$ cat src/rtl/rst_seq_ctrl_if.sv
// Handshake bundle between the staged-reset/wait controller and its user:
// reset/wait requests in, staged resets, status and the wait service out.
interface rst_seq_ctrl_if #(
  parameter int WAIT_W = 16,
  parameter int CNT_W  = 8
);
  logic              sw_rst_req;
  logic              wait_start;
  logic [WAIT_W-1:0] wait_num;
  logic              core_rst;
  logic              periph_rst;
  logic              rst_done;
  logic              wait_busy;
  logic              wait_done;
  logic [CNT_W-1:0]  rst_count;

  modport master (
    output sw_rst_req, wait_start, wait_num,
    input  core_rst, periph_rst, rst_done, wait_busy, wait_done, rst_count
  );

  modport slave (
    input  sw_rst_req, wait_start, wait_num,
    output core_rst, periph_rst, rst_done, wait_busy, wait_done, rst_count
  );
endinterface

$ cat src/rtl/rst_seq_ctrl.sv
// Staged reset sequencer for the SPI datapath (core released before peripheral)
// plus a timed cycle-wait service that only runs once the sequence has completed.
module rst_seq_ctrl #(
  parameter int HOLD_CYCLES = 5,
  parameter int STAGE_GAP   = 2,
  parameter int WAIT_W      = 16,
  parameter int CNT_W       = 8
) (
  input logic           clk,
  input logic           rst,
  rst_seq_ctrl_if.slave bus
);

  localparam int MAXC = (HOLD_CYCLES > STAGE_GAP) ? HOLD_CYCLES : STAGE_GAP;
  localparam int CW   = $clog2(MAXC + 1);

  typedef enum logic [1:0] {
    ASSERT,
    REL_CORE,
    RUN
  } state_t;

  state_t            state;
  logic [CW-1:0]     cnt;
  logic [WAIT_W-1:0] wcnt;
  logic              core_rst;
  logic              periph_rst;
  logic              rst_done;
  logic              wait_busy;
  logic              wait_done;
  logic [CNT_W-1:0]  rst_count;

  // A software request outranks the sequencer and the wait service alike: it
  // restarts the hold phase and silently aborts any wait in flight.
  always_ff @(posedge clk) begin
    if (rst) begin
      state      <= ASSERT;
      cnt        <= '0;
      wcnt       <= '0;
      core_rst   <= 1'b1;
      periph_rst <= 1'b1;
      rst_done   <= 1'b0;
      wait_busy  <= 1'b0;
      wait_done  <= 1'b0;
      rst_count  <= '0;
    end else begin
      wait_done <= 1'b0;
      if (bus.sw_rst_req) begin
        state      <= ASSERT;
        cnt        <= '0;
        core_rst   <= 1'b1;
        periph_rst <= 1'b1;
        rst_done   <= 1'b0;
        wait_busy  <= 1'b0;
        if (state != ASSERT && rst_count != {CNT_W{1'b1}})
          rst_count <= rst_count + 1'b1;
      end else begin
        case (state)
          ASSERT: begin
            if (cnt == CW'(HOLD_CYCLES - 1)) begin
              state    <= REL_CORE;
              cnt      <= '0;
              core_rst <= 1'b0;
            end else begin
              cnt <= cnt + 1'b1;
            end
          end
          REL_CORE: begin
            if (cnt == CW'(STAGE_GAP - 1)) begin
              state      <= RUN;
              cnt        <= '0;
              periph_rst <= 1'b0;
              rst_done   <= 1'b1;
            end else begin
              cnt <= cnt + 1'b1;
            end
          end
          default: ;
        endcase

        // wcnt holds the edges still to go; the done pulse fires on the last one.
        if (wait_busy) begin
          if (wcnt == WAIT_W'(1)) begin
            wait_busy <= 1'b0;
            wait_done <= 1'b1;
          end else begin
            wcnt <= wcnt - 1'b1;
          end
        end else if (bus.wait_start && rst_done) begin
          if (bus.wait_num == '0) begin
            wait_done <= 1'b1;
          end else begin
            wait_busy <= 1'b1;
            wcnt      <= bus.wait_num;
          end
        end
      end
    end
  end

  assign bus.core_rst   = core_rst;
  assign bus.periph_rst = periph_rst;
  assign bus.rst_done   = rst_done;
  assign bus.wait_busy  = wait_busy;
  assign bus.wait_done  = wait_done;
  assign bus.rst_count  = rst_count;

endmodule

$ cat src/flat_wrapper.sv
// flat-port wrapper written by rule: the top's interface ports become plain ports
module rst_seq_ctrl_flat 
#(
  parameter int HOLD_CYCLES = 5,
  parameter int STAGE_GAP   = 2,
  parameter int WAIT_W      = 16,
  parameter int CNT_W       = 8
)
  (clk, rst, bus_sw_rst_req, bus_wait_start, bus_wait_num, bus_core_rst, bus_periph_rst, bus_rst_done, bus_wait_busy, bus_wait_done, bus_rst_count);
  rst_seq_ctrl_if #(.WAIT_W(WAIT_W), .CNT_W(CNT_W)) bus_i ();
  input logic clk;
  input logic rst;
  input wire logic [$bits(bus_i.sw_rst_req)-1:0] bus_sw_rst_req;
  input wire logic [$bits(bus_i.wait_start)-1:0] bus_wait_start;
  input wire logic [$bits(bus_i.wait_num)-1:0] bus_wait_num;
  output wire logic [$bits(bus_i.core_rst)-1:0] bus_core_rst;
  output wire logic [$bits(bus_i.periph_rst)-1:0] bus_periph_rst;
  output wire logic [$bits(bus_i.rst_done)-1:0] bus_rst_done;
  output wire logic [$bits(bus_i.wait_busy)-1:0] bus_wait_busy;
  output wire logic [$bits(bus_i.wait_done)-1:0] bus_wait_done;
  output wire logic [$bits(bus_i.rst_count)-1:0] bus_rst_count;
  assign bus_i.sw_rst_req = bus_sw_rst_req;
  assign bus_i.wait_start = bus_wait_start;
  assign bus_i.wait_num = bus_wait_num;
  assign bus_core_rst = bus_i.core_rst;
  assign bus_periph_rst = bus_i.periph_rst;
  assign bus_rst_done = bus_i.rst_done;
  assign bus_wait_busy = bus_i.wait_busy;
  assign bus_wait_done = bus_i.wait_done;
  assign bus_rst_count = bus_i.rst_count;
  rst_seq_ctrl #(.HOLD_CYCLES(HOLD_CYCLES), .STAGE_GAP(STAGE_GAP), .WAIT_W(WAIT_W), .CNT_W(CNT_W)) u_core (.clk(clk), .rst(rst), .bus(bus_i));
endmodule
$ cat config.mk
export PLATFORM = sky130hd
export DESIGN_NAME = rst_seq_ctrl_flat
export DESIGN_NICKNAME = d
export VERILOG_FILES = /design/src/rtl/rst_seq_ctrl_if.sv /design/src/rtl/rst_seq_ctrl.sv /design/src/flat_wrapper.sv
export SDC_FILE = /design/constraint.sdc
export NUM_CORES = 1
export LEC_CHECK = 0
export ABC_AREA = 1
export BUFFER_PORTS_ARGS = -buffer_cell sky130_fd_sc_hd__buf_2
export CAP_MARGIN = 25
export CORE_MARGIN = 2
export CORE_UTILIZATION = 43
export CTS_CLUSTER_DIAMETER = 40
export DETAILED_ROUTE_END_ITERATION = 10
export MAX_ROUTING_LAYER = met4
export PLACE_DENSITY = 0.66
export SLEW_MARGIN = 5
export SYNTH_ARGS = -nofsm -noshare
export SYNTH_HDL_FRONTEND = slang
export SYNTH_SLANG_ARGS = --single-unit
$ cat constraint.sdc
create_clock -name clk -period 1.35 [get_ports clk]
set_input_delay 0.2025 -clock clk [delete_from_list [all_inputs] [get_ports clk]]
set_output_delay 0.2025 -clock clk [all_outputs]
set_load 0.01 [all_outputs]
==> key figures, run 1 <==
Setup path
  • Worst R2R Setup Slack: -0.0009 ns
  • R2R Path End: u_core.wcnt[10]
  • Critical Path End Type: flop
  • Reg2reg path depth: 10
  • Critical path peak fanout: 13
  • Required time of the critical path: roughly 1.5 ns
  • CP Class: reg -> reg
  • Worst Setup Start Kind: flop
  • Worst Path Arrival: 1.54 ns
  • Worst r2r src: u_core.wcnt[1]

Hold path
  • Worst hold path class: in -> reg
  • WHS Path Cells: 2
  • Hold Path Origin: rst
  • WHS Endpoint: u_core.bus.rst_count[5]

Global route
  • Congestion Overflow GR: 0
  • Vias in the first global route: roughly 2100
  • Total Routing Usage GR: 0.227
  • Initial antenna violation count: 0
  • Largest net degree at the start of global routing: 17
  • Global-route wire length before repair: 9340 µm

Logic synthesis
  • Number of synthesized flops with an enable pin: 0
  • Cells after Synth: 342
  • Largest cells by area after synthesis: dfxtp_1 32%, nand2_1 19%, nor2_1 12%
  • Fraction of registers with async set/reset: 0
  • Post-synth cell types: 26
  • Ys Warns: 0
  • Synthesized area: about 2100 µm²
  • Synth Net Count: about 370
  • Top-area cell type share of the netlist area: 0.320
  • Post-synth top flop: dfxtp_1
  • Register bit total from synthesis: 34
  • Mean post-synth cell area: 6.22 µm²
  • Register area share after synthesis: 0.320
  • Top-count cell post-synth: nand2_1
  • Commonest cells in the netlist: 105 x nand2_1, 66 x nor2_1, 35 x nand3_1
  • Dominant cell type by area after synthesis: dfxtp_1

Floorplanning
  • Die height: 74.4 µm
  • Die Footprint: roughly 5500 µm²
  • Die X: roughly 74 µm
  • Initial Utilization: 0.448
  • Row cnt: 25
  • Placeable core region: 4750 µm²
  • I/O pins: 33

Detailed routing
  • Drt first pass iters: 4
  • DR iter-0 viols: 152
  • Vias after detailed routing: 2342
  • DRT antenna net count: 0
  • DRC viols: 0
  • Vias per std cell: 4.84
  • Post-Route WL: 5750 µm
  • Routed len/inst: 11.9 µm

STA
  • Final worst path period need: 1.35 ns
  • Setup Skew: between 0.009 and 0.01 ns
  • Max-slew headroom: 0.680
  • Setup violations, final: 1
  • Worst Tran Pin Value: 0.480 ns
  • Maximum clock frequency: about 0.74 GHz
  • RSZ-0062 raised after global routing: true
  • Max-slew violations: 0
  • Period utilisation layout: 1.00
  • Setup ws final: -0.000854 ns
  • Setup TNS: -0.000854 ns
  • Fin. Hold Viols: 0

Job
  • Max-cap violations: 0

Status
  • Failing checks: setup timing
  • Status: complete, but fails checks

Layout
  • Final net count: 443
  • Final std cells w/o fill: 484
  • Antenna diodes: 0
  • P&R area growth vs syn: 35.5%
  • Share of cells above drive strength 1: 0.319
  • Fillers: 471

Place
  • Post-Place Cells: 472
  • I/O Buffers: 32
  • Post-DP HPWL: just over 4000 µm
  • Routability Congestion: 0.855

CTS
  • Clock slew at reported path FFs: 0.08 ns
  • CTS tree: done
  • Post-CTS Hold Fix Bufs: 0
  • Maximum root-to-sink buffer count: 2
  • # clock sinks: 34
  • Latest clock arrival within the worst-skew pair: a little under 0.3 ns
  • CTS H-tree lvls: 2
  • Root Buffer: clkbuf_8
  • CTS buffer count: 5

Pwr
  • Pwr Total: 1.95 mW
  • Pwr dens: between 600 and 700 nW/µm²
  • Max VDD drop: 0.383 mV
  • Leakage Power: 1.49 nW
[metal layers]
metal  share of wire  track usage  vias up
met5               0            -        -
met4           0.017        0.109        0
met3           0.052       0.0407        8
met2            0.48        0.365       54
met1            0.45        0.276     1055
li1                -            -     1225
[critical path, cell delays in order, from the launching register on]
cell     delay, ns
dfxtp_2       0.36
inv_2         0.05
ha_1          0.16
nand2_1       0.07
nor2_2        0.04
nand2_1       0.07
nand2_2       0.09
nand2_8       0.13
nand2_8       0.11
nor2_1        0.12
nor2_1        0.05
[logic make-up (layout without fill, tap and decap cells)]
group | count (synthesis) | after routing | share of synthesized area
buffers and inverters | 40 | 113 | 0.0852
adder cells (fa/ha/maj) | 7 | 7 | 0.0412
XOR/XNOR | 8 | 8 | 0.0329
AO/OA/AOI/OAI | 25 | 25 | 0.0606
flip-flops | 34 | 34 | 0.320
AND/OR/NAND/NOR | 228 | 230 | 0.460
[power breakdown]
| part | total, mW | internal [mW] | switching, mW |
|---|---|---|---|
| clock network | 0.802 | 0.412 | 0.390 |
| registers | 1.01 | 1.01 | 0.00325 |
| logic | 0.135 | 0.0561 | 0.0787 |
| total | 1.95 | 1.47 | 0.472 |
[metrics by stage]
step | util | setup WS (ns) | area (µm²) | hold WS (ns)
final | 0.607 | -0.000854 | 2880 | 0.184
after global routing | 0.607 | -0.0919 | 2880 | 0.194
after CTS | 0.583 | -0.00819 | 2770 | 0.169
after detailed placement | 0.549 | -0.0976 | 2610 | 0.427
after global placement | 0.549 | -0.0491 | 2610 | 0.428
after floorplan | - | 0.0176 | 2140 | 0.287
[worst max-delay path by stage]
stage / from / end / depth (start not counted)
2_1_floorplan: u_core.wcnt[1] / u_core.wcnt[10] / 11
3_3_place_gp: u_core.wcnt[0] / u_core.wcnt[6] / 11
3_5_place_dp: u_core.wcnt[0] / u_core.wcnt[6] / 11
4_1_cts: u_core.wcnt[0] / u_core.wcnt[6] / 11
5_1_grt: u_core.wcnt[2] / u_core.wcnt[7] / 8
6_report: u_core.wcnt[1] / u_core.wcnt[10] / 10
[layout make-up]
type,instances,area (µm²),share of cell area
Multi-Input combinational cell,270,1420,0.493
Clock inverter,1,5.00,0.00174
Sequential cell,34,694,0.241
Timing Repair Buffer,72,468,0.162
Inverter,33,124,0.0430
Clock buffer,7,86.3,0.0299
Tap cell,67,83.8,0.0291
[registers in the layout, summed over array words and instances (netlist names)]
name,flops
u_core.bus.periph_rst,1
u_core.state,2
u_core.bus.core_rst,1
u_core.bus.rst_count,8
u_core.bus.wait_done,1
u_core.wcnt,16
u_core.bus.rst_done,1
u_core.cnt,3
u_core.bus.wait_busy,1
[repair_timing]
| action | in CTS | in global routing |
|---|---|---|
| setup buffers | 2 | 0 |
| pin swaps | 3 | 8 |
| cloned | 2 | 0 |
| resized for setup | 12 | 35 |
| setup endpoints to repair | 9 | 29 |
[placed cells by master, fill, tap and decap left out]
cell type and n:
nand4_1 3, nor2_4 7, nand2_2 5, buf_4 38, nor2_1 53, ha_4 1, o21ai_1 1, nand3_2 1
nor3_1 2, o21ai_0 10, clkbuf_8 6, clkbuf_1 1, a21oi_2 2, xnor2_1 3, clkinv_2 1, nand2_8 3
clkinv_1 1, inv_1 26, xor2_1 5, ha_2 1, nand2_1 103, buf_2 32, nand3b_1 2, a21oi_1 11
o21ai_4 1, nand2_4 1, nand4_4 1, nand3_1 34, ha_1 5, inv_2 6, and3_1 1, buf_6 2
nor2_2 14, dfxtp_1 23, dfxtp_2 11
Power figures use the tool's default switching activity.
==> inputs of run 2 (changes only) <==
--- a/config.mk
+++ b/config.mk
@@ -13,7 +13,6 @@
 export CTS_CLUSTER_DIAMETER = 40
 export DETAILED_ROUTE_END_ITERATION = 10
 export MAX_ROUTING_LAYER = met4
-export PLACE_DENSITY = 0.66
 export SLEW_MARGIN = 5
 export SYNTH_ARGS = -nofsm -noshare
 export SYNTH_HDL_FRONTEND = slang
==> constraint.sdc (replaced) <==
create_clock -name clk -period 1.38 [get_ports clk]
set_input_delay 0.207 -clock clk [delete_from_list [all_inputs] [get_ports clk]]
set_output_delay 0.207 -clock clk [all_outputs]
set_load 0.01 [all_outputs]
==> run 2 against run 1 <==
Against the previous run:
- setup slack better by 0.027 ns
- sequential power hardly changed
- core utilization is 0.29 points lower
- via count is 4.3% lower
- non-clock buffer count is 5 lower
- cell count is 1.0% lower
- clock skew is 0.0012 ns higher
- worst hold slack better by 0.065 ns
- the flow now finishes without violations
==> key figures, run 2 (synthesized netlist as in run 1, its figures left out) <==
STA
  • Maximum clock frequency: 0.739 GHz (-0.21%)
  • RSZ-0062 raised after global routing: true
  • Setup TNS: 0 ns (+0.000854 ns)
  • Worst Tran Pin Value: 0.504 ns (+0.0238 ns)
  • Max-slew violations: 0 (unchanged)
  • Fin. Hold Viols: 0 (unchanged)
  • Max-slew headroom: 0.664 (-0.0159)
  • Final worst path period need: 1.35 ns (+0.00286 ns)
  • Period utilisation layout: 0.981 (-0.0197)
  • Setup ws final: 0.0263 ns (+0.0271 ns)
  • Setup Skew: 0.0102 ns (+0.00116 ns)
  • Setup violations, final: 0 (-1)

Detailed routing
  • Metal3 WL: 205 µm (-32%)
  • DRC viols: 0 (unchanged)
  • Vias after detailed routing: 2241 (-4.3%)
  • Drt first pass iters: 4 (unchanged)
  • Vias per std cell: 4.68 (-3.3%)
  • Post-Route WL: 5700 µm (-1.0%)
  • DRT antenna net count: 0 (unchanged)
  • Post-Route M1 WL: 2680 µm (+3.1%)
  • DR top layer: met3
  • DR iter-0 viols: 107 (-30%)
  • Routed len/inst: 11.9 µm (about the same)
  • Met2 Wirelength: 2810 µm (+2.1%)

Layout
  • P&R area growth vs syn: 34.9%
  • Max reg flops: 16 (unchanged)
  • Most frequent cells in the layout: 97 x nand2_1, 56 x nor2_1, 33 x nand3_1, 33 x buf_4, 32 x buf_2
  • Antenna diodes: 0 (unchanged)
  • Utilization after layout: 0.604 (-0.00289)
  • Post-layout instance area: 2870 µm² (-0.48%)
  • Fillers: 474 (+0.64%)
  • Most flops, register: u_core.wcnt
  • Share of cells above drive strength 1: 0.313 (-0.00584)
  • Top flop regs: u_core.wcnt x16, u_core.bus.rst_count x8, u_core.cnt x3
  • Final net count: 438 (-1.1%)
  • Final std cells w/o fill: 479 (-1.0%)
  • Commonest non-fill, non-tap cell in the layout: nand2_1

Setup path
  • CP Class: reg -> reg
  • Worst Setup Start Kind: flop
  • Worst Path Arrival: 1.53 ns (about the same)
  • Critical Path End Type: flop
  • Critical path peak fanout: 13 (unchanged)
  • Reg2reg path depth: 10 (unchanged)
  • Required time of the critical path: 1.56 ns (+0.02 ns)

Place
  • Post-Place Cells: 469 (-0.64%)
  • Post-Place Setup Slack: -0.0542 ns (+0.0434 ns)
  • Post-DP HPWL: 4040 µm (about the same)
  • Area after DPL: 2600 µm² (-0.57%)
  • I/O Buffers: 32 (unchanged)
  • Routability Congestion: 0.838 (-2.1%)

Pwr
  • Max VDD drop: 0.448 mV (+17%)
  • Pwr dens: 659 nW/µm² (-2.3%)
  • Leakage Power: 1.46 nW (-1.6%)

Global route
  • Initial antenna violation count: 0 (unchanged)
  • Congestion Overflow GR: 0 (unchanged)
  • Total Routing Usage GR: 0.223 (-0.00408)
  • Global-route wire length before repair: 9290 µm (-0.59%)
  • Vias in the first global route: 2140 (-0.047%)
  • Largest net degree at the start of global routing: 27 (+10)

Hold path
  • Worst hold path class: in -> reg
  • WHS Path Cells: 5 (+3)

CTS
  • CTS buffer count: 5 (unchanged)
  • Maximum root-to-sink buffer count: 2 (unchanged)
  • Post-CTS setup repair buffer count: 0 (-2)
  • CTS H-tree lvls: 2 (unchanged)
  • Latest clock arrival within the worst-skew pair: 0.29 ns (about the same)
  • Clock slew at reported path FFs: 0.08 ns (about the same)
  • Post-CTS Hold Fix Bufs: 0 (unchanged)
  • CTS tree: done
  • # clock sinks: 34 (unchanged)
  • Root Buffer: clkbuf_8

Floorplanning
  • Placeable core region: 4750 µm² (unchanged)
  • I/O pins: 33 (unchanged)
  • Die height: 74.4 µm (unchanged)
  • Row cnt: 25 (unchanged)
  • Die X: 74.4 µm (unchanged)
  • Initial Utilization: 0.448 (unchanged)
  • Die Footprint: 5530 µm² (unchanged)

Job
  • Max-cap violations: 0 (unchanged)

Status
  • Status: complete, no violations
[run 2: stage by stage]
stage	total power, mW	hold slack, ns
final	1.89	0.250
after global routing	1.97	0.281
after CTS	1.90	0.251
after detailed placement	1.13	0.438
after global placement	1.13	0.430
after floorplan	1.07	0.291
[run 2: worst paths after layout]
| kind | start | to | slack [ns] |
|---|---|---|---|
| max | u_core.wcnt[1] | u_core.wcnt[9] | 0.03 |
| min | bus_wait_num[5] | u_core.wcnt[5] | 0.25 |
| min reg2reg | u_core.bus.periph_rst | u_core.bus.periph_rst | 0.45 |
| max reg2reg | u_core.wcnt[1] | u_core.wcnt[9] | 0.03 |
[run 2: per-layer routing]
layer  vias to the layer above  global-route usage
li1                       1210                   -
met1                       992               0.279
met2                        39               0.381
met3                         0              0.0407
met4                         0              0.0437
met5                         -                   -
[run 2: cell type report]
| cell class | count | area, µm² | share of cell area |
|---|---|---|---|
| Multi-Input combinational cell | 270 | 1440 | 0.501 |
| Sequential cell | 34 | 692 | 0.241 |
| Timing Repair Buffer | 67 | 439 | 0.153 |
| Inverter | 33 | 126 | 0.0440 |
| Clock buffer | 7 | 86.3 | 0.0301 |
| Tap cell | 67 | 83.8 | 0.0292 |
| Clock inverter | 1 | 5.00 | 0.00174 |
[run 2: power by group]
| part | leakage (nW) | total [mW] | internal [mW] | switching (mW) |
|---|---|---|---|---|
| registers | 0.279 | 0.986 | 0.984 | 0.00296 |
| clock network | 0.0482 | 0.781 | 0.403 | 0.378 |
| logic | 1.14 | 0.124 | 0.0494 | 0.0748 |
| total | 1.46 | 1.89 | 1.44 | 0.456 |
[run 2: timing repair]
item	4_1_cts	5_1_grt
cloned	0	2
endpoints found under the setup margin	6	25
pin swaps	0	7
gates resized for setup	4	48
[run 2: critical path, cell delays in order (launching register included)]
cell,delay (ns)
dfxtp_2,0.36
inv_2,0.06
ha_4,0.15
nand2_1,0.08
nor2_2,0.04
nand2_1,0.06
nand2_2,0.09
nand2_8,0.13
nand2_8,0.11
nor2_1,0.13
nor2_1,0.05
